**src/rtl/bus_pkg.sv**
```systemverilog
// Shared definitions for the SoC bus arbiter: FSM encoding and index widths.
package bus_pkg;

  typedef enum logic [1:0] {
    IDLE  = 2'd0,
    GRANT = 2'd1,
    TURN  = 2'd2
  } state_e;

  localparam int MAX_MASTERS = 8;
  localparam int OWNER_W     = 3;

endpackage

```
**src/rtl/rr_pick.sv**
```systemverilog
// Round-robin picker: first eligible index strictly after rr_last_i, wrapping.
module rr_pick
  import bus_pkg::*;
#(
  parameter int N_MASTERS = 8
) (
  input  logic [N_MASTERS-1:0] eligible_i,
  input  logic [OWNER_W-1:0]   rr_last_i,
  output logic [OWNER_W-1:0]   pick_o,
  output logic                 valid_o
);

  logic [OWNER_W-1:0] idx;

  // Searching offsets 1..N puts the last winner at lowest priority.
  always_comb begin
    pick_o  = '0;
    valid_o = 1'b0;
    idx     = '0;
    for (int k = 1; k <= N_MASTERS; k++) begin
      idx = OWNER_W'((int'(rr_last_i) + k) % N_MASTERS);
      if (!valid_o && eligible_i[idx]) begin
        valid_o = 1'b1;
        pick_o  = idx;
      end
    end
  end

endmodule

```
**src/rtl/bus_arbiter.sv**
```systemverilog
// Round-robin bus arbiter with a turnaround cycle between owners and a
// ready-timeout watchdog that evicts and masks a master stuck on a hung slave.
module bus_arbiter
  import bus_pkg::*;
#(
  parameter int N_MASTERS = 8,
  parameter int TIMEOUT   = 255,
  parameter int TO_W      = 16
) (
  input  logic                 clk,
  input  logic                 clr_n,
  input  logic [N_MASTERS-1:0] DMA,
  input  logic                 BUS_req,
  input  logic                 BUS_ready,
  output logic [N_MASTERS-1:0] grant,
  output logic [OWNER_W-1:0]   owner,
  output logic                 bus_busy,
  output logic                 bus_err,
  output logic [OWNER_W-1:0]   err_master
);

  state_e               state_q, state_d;
  logic [N_MASTERS-1:0] grant_q, grant_d;
  logic [N_MASTERS-1:0] mask_q, mask_d;
  logic [OWNER_W-1:0]   owner_q, owner_d;
  logic [OWNER_W-1:0]   rr_last_q, rr_last_d;
  logic [OWNER_W-1:0]   err_master_q, err_master_d;
  logic                 busy_q, busy_d;
  logic                 err_q, err_d;
  logic [TO_W-1:0]      wdog_q, wdog_d;

  logic [N_MASTERS-1:0] eligible;
  logic [OWNER_W-1:0]   pick;
  logic                 pick_vld;
  logic                 owner_req;
  logic                 stall;
  logic                 expire;

  assign eligible  = DMA & ~mask_q;
  assign owner_req = DMA[owner_q];
  assign stall     = (state_q == GRANT) && BUS_req && !BUS_ready;
  // A ready in the expiry cycle removes the stall, so ready wins.
  assign expire    = stall && (wdog_q == TO_W'(TIMEOUT - 1));

  rr_pick #(
    .N_MASTERS(N_MASTERS)
  ) u_rr_pick (
    .eligible_i(eligible),
    .rr_last_i (rr_last_q),
    .pick_o    (pick),
    .valid_o   (pick_vld)
  );

  always_ff @(posedge clk or negedge clr_n) begin
    if (!clr_n) state_q <= IDLE;
    else        state_q <= state_d;
  end

  always_comb begin
    state_d = state_q;
    case (state_q)
      IDLE:    if (pick_vld) state_d = GRANT;
      GRANT:   if (expire || !owner_req) state_d = TURN;
      TURN:    state_d = IDLE;
      default: state_d = IDLE;
    endcase
  end

  always_comb begin
    grant_d      = grant_q;
    owner_d      = owner_q;
    rr_last_d    = rr_last_q;
    busy_d       = busy_q;
    err_d        = 1'b0;
    err_master_d = err_master_q;
    wdog_d       = wdog_q;
    mask_d       = mask_q & DMA;
    case (state_q)
      IDLE: begin
        if (pick_vld) begin
          grant_d   = N_MASTERS'(1) << pick;
          owner_d   = pick;
          rr_last_d = pick;
          busy_d    = 1'b1;
          wdog_d    = '0;
        end
      end
      GRANT: begin
        // Expiry is checked first so it beats a simultaneous request drop.
        if (expire) begin
          grant_d      = '0;
          busy_d       = 1'b0;
          err_d        = 1'b1;
          err_master_d = owner_q;
          mask_d       = mask_d | (N_MASTERS'(1) << owner_q);
          wdog_d       = TO_W'(TIMEOUT);
        end else if (!owner_req) begin
          grant_d = '0;
          busy_d  = 1'b0;
          wdog_d  = '0;
        end else if (stall) begin
          wdog_d = wdog_q + TO_W'(1);
        end else begin
          wdog_d = '0;
        end
      end
      default: begin
        grant_d = '0;
        busy_d  = 1'b0;
      end
    endcase
  end

  always_ff @(posedge clk or negedge clr_n) begin
    if (!clr_n) begin
      grant_q      <= '0;
      owner_q      <= '0;
      rr_last_q    <= OWNER_W'(N_MASTERS - 1);
      busy_q       <= 1'b0;
      err_q        <= 1'b0;
      err_master_q <= '0;
      mask_q       <= '0;
      wdog_q       <= '0;
    end else begin
      grant_q      <= grant_d;
      owner_q      <= owner_d;
      rr_last_q    <= rr_last_d;
      busy_q       <= busy_d;
      err_q        <= err_d;
      err_master_q <= err_master_d;
      mask_q       <= mask_d;
      wdog_q       <= wdog_d;
    end
  end

  assign grant      = grant_q;
  assign owner      = owner_q;
  assign bus_busy   = busy_q;
  assign bus_err    = err_q;
  assign err_master = err_master_q;

endmodule

```
**config.mk**
```make
export PLATFORM = sky130hd
export DESIGN_NAME = bus_arbiter
export DESIGN_NICKNAME = d
export VERILOG_FILES = /design/src/rtl/bus_pkg.sv /design/src/rtl/rr_pick.sv /design/src/rtl/bus_arbiter.sv
export SDC_FILE = /design/constraint.sdc
export NUM_CORES = 1
export LEC_CHECK = 0
export CORE_ASPECT_RATIO = 1.2
export CORE_MARGIN = 2
export CORE_UTILIZATION = 40
export DETAILED_ROUTE_END_ITERATION = 8
export GPL_TIMING_DRIVEN = 0
export MAX_ROUTING_LAYER = met4
export PLACE_DENSITY = 0.59
export SYNTH_ARGS = -nofsm -noshare
export SYNTH_HDL_FRONTEND = slang
export SYNTH_SLANG_ARGS = --single-unit
export TNS_END_PERCENT = 20
```
**constraint.sdc**
```tcl
create_clock -name clk -period 3.3 [get_ports clk]
set_input_delay 0.66 -clock clk [delete_from_list [all_inputs] [get_ports clk]]
set_output_delay 0.66 -clock clk [all_outputs]
set_load 0.02 [all_outputs]
```
==> results of run 1 <==
[final cells by class]
type	instances	area (sq um)	share of cell area, %
multi-input combinational	266	2100	53.1
sequential	44	1100	27.9
timing repair buffer	35	363	9.17
tap	95	119	3.00
buffer	15	115	2.91
clock buffer	6	72.6	1.83
inverter	10	48.8	1.23
clock inverter	2	35.0	0.885
[Yosys cell counts (4+ instances only)]
master / number / area (sq um)
buf_2: 4 / 20.0
clkbuf_1: 6 / 22.5
mux2_2: 5 / 56.3
inv_1: 9 / 33.8
a21oi_1: 13 / 65.1
o21ai_0: 13 / 65.1
nand2_2: 4 / 25.0
o311ai_0: 6 / 52.6
dfrtp_1: 41 / 1030
xor2_1: 4 / 35.0
nand3_1: 12 / 60.1
nor2b_1: 7 / 43.8
and3_1: 10 / 62.6
nand2b_1: 16 / 100
mux4_1: 4 / 105
o221ai_1: 5 / 43.8
o21ai_2: 13 / 114
nor2_1: 27 / 101
ha_1: 4 / 50.1
mux4_2: 9 / 203
nand2_1: 43 / 161
o31ai_1: 12 / 90.1
mux2i_1: 11 / 110
[final timing paths]
path                              start            to  slack [ps]  cells after the start
setup reg to reg           rr_last_q[0]  rr_last_q[2]         160                     12
hold / removal                    clr_n     mask_q[1]         280                      1
max in group asynchronous         clr_n  rr_last_q[0]        2470                      2
setup / recovery                 DMA[5]      grant[1]         110                      9
hold reg to reg                grant[0]      grant[0]         480                      2
min in group clk               grant[0]      grant[0]         480                      2
[power by group]
| part | internal [W] | leakage (nW) | switching [W] |
|---|---|---|---|
| Clock | 0.000225 | 0.0552 | 0.000185 |
| Combinational | 0.00119 | 0.997 | 0.00155 |
| Sequential | 0.000626 | 0.590 | 0.0000719 |
| Total | 0.00204 | 1.64 | 0.00180 |
[logic make-up after synthesis]
group           Yosys count  share of synthesized area (%)
compound gates           89                           21.3
mux                      30                           15.0
buf+inv                  26                           4.51
simple gates            137                           22.0
flops                    44                           34.0
xor+xnor                  6                           1.62
fa+ha+maj                 4                           1.54
[per-stage QoR]
stage          setup slack (ps)  instances
3_5_place_dp               -336        459
4_1_cts                    2.10        468
5_1_grt                    15.5        473
3_3_place_gp               -311        458
2_1_floorplan               238        336
6_report                    113        473
[routing by layer]
layer,track usage (%),wire length [um]
met3,2.00,204
met4,6.85,203
met2,34.2,4230
met1,23.7,3550
met5,-,0
[registers in the layout, indices dropped and copies added, names as in the netlist]
signal,count
bus_err,1
grant,8
rr_last_q,3
mask_q,8
wdog_q,16
bus_busy,1
state_q,1
owner,3
err_master,3
[timing repair]
action	in CTS	in global routing
setup buffers	2	4
resized for setup	10	18
hold buffers	0	0
cloned	0	1
pin swaps	1	5
setup endpoints to repair	31	29
==> metrics, run 1 <==
CP Max Fanout 7; Vias/cell 5.90; TritonCTS Buffers 5; Remaining Overflow, GRT 0; CTS tree yes; Initial Utilization 40.5%; Most common cell on crit path nor2_1; number of synthesized flops with an enable pin 0; Sink Count 44; die width 86.3 um; Design Area, Final 3960 sq um; fin nets 393; syn nets 352; ys flop type dfrtp_1; Vias 2791; count of final max-slew check failures 0; Routed WL per cell 17.3 um; first-pass GRT wire length 13300 um; CP max stage cell mux4_2; worst-margin pin slew 483 ps; CP Launch Type input pin; most frequent cells in the layout nand2_1, dfrtp_1, nor2_1; pwr/cell area 971 nW/um^2; ys async rst share 100%; num rows 36; clock buffer depth 2; number of global-route vias before repair 2643; Filler Cells Inserted 781; critical path type input pin to flop; DRC violations left 0; initial antenna violation count 0; H-tree levels 2; required time worst endpoint 3510 ps; max-cap violations 0; final setup skew 8.56 ps; Crit path max-delay family simple AND/OR/NAND/NOR gates; Yosys reg bits 44; Syn Area/Cell 9.67 sq um; Peak VDD IR 0.372 mV; RSZ-0062 raised after global routing no; Distinct cells, synth 63; worst min-delay path category input pin to async pin; input/output buffers 27; worst-path cell chain clkdlybuf4s50_1 > or2b_4 > mux4_2 > nor2_1 > nor2_1 > o2111a_1 > o32ai_1 > nand2_1 > o31ai_1; TritonRoute pass-1 iters 4; clk_lat worst skew 300 ps; RD Place Congestion 0.931; number of diodes 0; final setup TNS 0 ps; total power 0.00384 W; GRT Util Overall 19.6%; Final Cycle Share 96.6%; Syn Inst Count 336; Syn. warnings 0; drt total wl 8180 um; DP HPWL 6130 um; FMAX 0.314 GHz; dpl cell area 3650 sq um; post-route ant nets 0; Util after Layout 49.4%; io pins 28; layout cells sized above 1 22.2%; Critical Path AT 3400 ps; commonest non-fill, non-tap cell in the layout nand2_1; synthesized cell area 3250 sq um; Final setup viols 0; clock slew at reported path FFs 90 ps; Hold Vio Cnt, Final 0; full die area 8860 sq um; Min Hold Slack 276 ps; Max stage delay on crit path 500 ps; Initial DRC Count 164; Pleak 1.64 nW; placeable core area 8020 sq um; status completed; Critical Path Sink Type flop; Buf/Inv on CP 1; largest net degree at the start of global routing 31; Rel. slew slack 67.8%; crit path time final 3190 ps; P&R area growth vs syn 21.8%; sequential cell area fraction in the yosys report 34.0%; Die Y 103 um; clock root cell clkbuf_8
No activity file was read; power rests on OpenSTA's default activity.
==> inputs of run 2 (changes only) <==
- CAP_MARGIN: default -> 20
==> results of run 2 <==
Final layout, timing and power as in run 1 (identical DEF).
==> inputs of run 3 (changes only) <==
- PLACE_DENSITY: 0.59 -> 0.57
- clock period: 3.3 -> 3 ns (I/O delays scaled with it)
==> run 3 against run 2 <==
  * The flow now finishes with violations (negative setup slack)
  * Worst hold slack worse by 71 ps
  * Critical path depth increased by 2
  * Non-clock buffer count up 15
  * Global-route usage grew 0.71 points
  * First-iteration DRC count down 27%
==> metrics, run 3 (synthesized netlist as in run 1, its figures left out) <==
status finished, violations left; failing checks negative setup slack; H-tree levels 2; TritonCTS Buffers 5; Sink Count 44; GR Util met1 24.9%; Pleak 1.75 nW; largest net degree at the start of global routing 31; drt total wl 8560 um; max-cap violations 0; worst reg-to-reg setup slack -170 ps; Remaining Overflow, GRT 0; Routed WL per cell 17.5 um; Max stage delay on crit path 560 ps; Peak VDD IR 0.423 mV; Rel. slew slack 65.2%; commonest non-fill, non-tap cell in the layout nand2_1; Critical path origin rr_last_q[2]; GRT Util Overall 20.3%; initial antenna violation count 0; worst-path cell chain buf_2 > xor2_2 > mux4_2 > buf_6 > nor4_4 > buf_4 > nand3_4 > buf_6 > a2bb2oi_2 > nand2b_4 > o31ai_1; Final setup viols 31; Largest Register wdog_q; Most common cell on crit path buf_6; Vias/cell 5.94; post-route ant nets 0; io pins 28; RSZ-0062 raised after global routing yes; GR met3 Demand/Resource 2.56%; required time worst endpoint 3210 ps; RD Place Congestion 0.880; TritonRoute pass-1 iters 7; P&R area growth vs syn 30.3%; number of global-route vias before repair 2769; Initial Utilization 40.5%; most frequent cells in the layout nand2_1, dfrtp_1, nor2_1, clkdlybuf4s50_1, buf_4; Final Cycle Share 106%; count of final max-slew check failures 0; Critical Path AT 3370 ps; clock buffer depth 2; GR peak layer met2; reg2reg end grant[4]; pre-CTS setup slack -605 ps; input/output buffers 27; crit path time final 3170 ps; DRC violations left 0; worst min-delay path category input pin to async pin; dpl cell area 3650 sq um; CP Max Fanout 10; Crit path max-delay family buffers and inverters; critical path type flop to flop; slack of the critical path -165 ps; Largest register FFs 16; first-pass GRT wire length 13900 um; clock root cell clkbuf_8; Hold Vio Cnt, Final 0; final setup skew 9.05 ps; Buf/Inv on CP 4; layout cells sized above 1 31.0%; number of diodes 0; full die area 8860 sq um; DP HPWL 6070 um; placeable core area 8020 sq um; Min Hold Slack 206 ps; die width 86.3 um; Design Area, Final 4240 sq um; Util after Layout 52.8%; fin nets 408; Die Y 103 um; clock slew at reported path FFs 90 ps; CTS tree yes; Critical Path Sink Type flop; Initial DRC Count 120; clk_lat worst skew 300 ps; FF-to-FF Start rr_last_q[2]; grt met2 use 34.8%; CP max stage cell dfstp_2; Vias 2900; num rows 36; FMAX 0.316 GHz; R2R depth 11; pwr/cell area 1140 nW/um^2; CP Launch Type flop; worst-margin pin slew 520 ps
[run 3: cell count changes in the layout (fill, tap and decap cells not counted), sizes merged]
| cell | delta |
|---|---|
| dlymetal6s2s | +1 |
| clkdlybuf4s50 | -1 |
| buf | +16 |
| bufinv | +1 |
| clkbuf | -1 |
| inv | -2 |
| clkinvlp | +1 |
[run 3: worst reg2reg max path: cells and delay by family (launching register included)]
family | cells | cell delay (ps)
buffers and inverters | 4 | 790
XOR/XNOR | 1 | 240
AND/OR/NAND/NOR | 3 | 600
multiplexers | 1 | 550
AO/OA/AOI/OAI | 2 | 340
flip-flops | 1 | 560
[run 3: worst max-delay path by stage]
stage          depth (start not counted)         to
6_report                              11   grant[4]
5_1_grt                               14   grant[4]
4_1_cts                               13  wdog_q[2]
3_5_place_dp                          10   grant[3]
3_3_place_gp                          10   grant[3]
2_1_floorplan                         12  wdog_q[8]
[run 3: layer usage]
layer  up-vias  part of all wire (%)  wire, um
met3        28                   2.6       222
met5         -                     0         0
met4         0                   3.6       311
met2        74                    51      4340
li1       1368                     -         -
met1      1430                    43      3680
[run 3: final cells by class]
cell class | instances | area [sq um]
buffer | 15 | 110
clock buffer | 6 | 72.6
clock inverter | 2 | 60.1
fill | 726 | 3780
inverter | 10 | 57.6
multi-input combinational | 266 | 2230
sequential | 44 | 1100
tap | 95 | 119
timing repair buffer | 50 | 484
[run 3: power breakdown]
part | switching, W | internal [W]
clock | 0.000204 | 0.000333
sequential | 0.0000803 | 0.000689
combinational | 0.00192 | 0.00159
total | 0.00220 | 0.00262
[run 3: stage by stage]
stage               std cells  total power, W  TNS [ps]
floorplan                 336         0.00280     -7.85
global placement          458         0.00341    -16390
detailed placement        459         0.00342    -16100
CTS                       483         0.00449     -2550
global route              488         0.00509     -6610
finish                    488         0.00482     -3240
[run 3: what timing repair did]
| item | in CTS | in global routing |
|---|---|---|
| pin swaps | 12 | 8 |
| hold endpoints to repair | 0 | 0 |
| setup buffers | 16 | 5 |
| gates cloned | 1 | 0 |
| setup endpoints to repair | 31 | 31 |
| hold buffers | 0 | 0 |
| gates resized for setup | 40 | 26 |
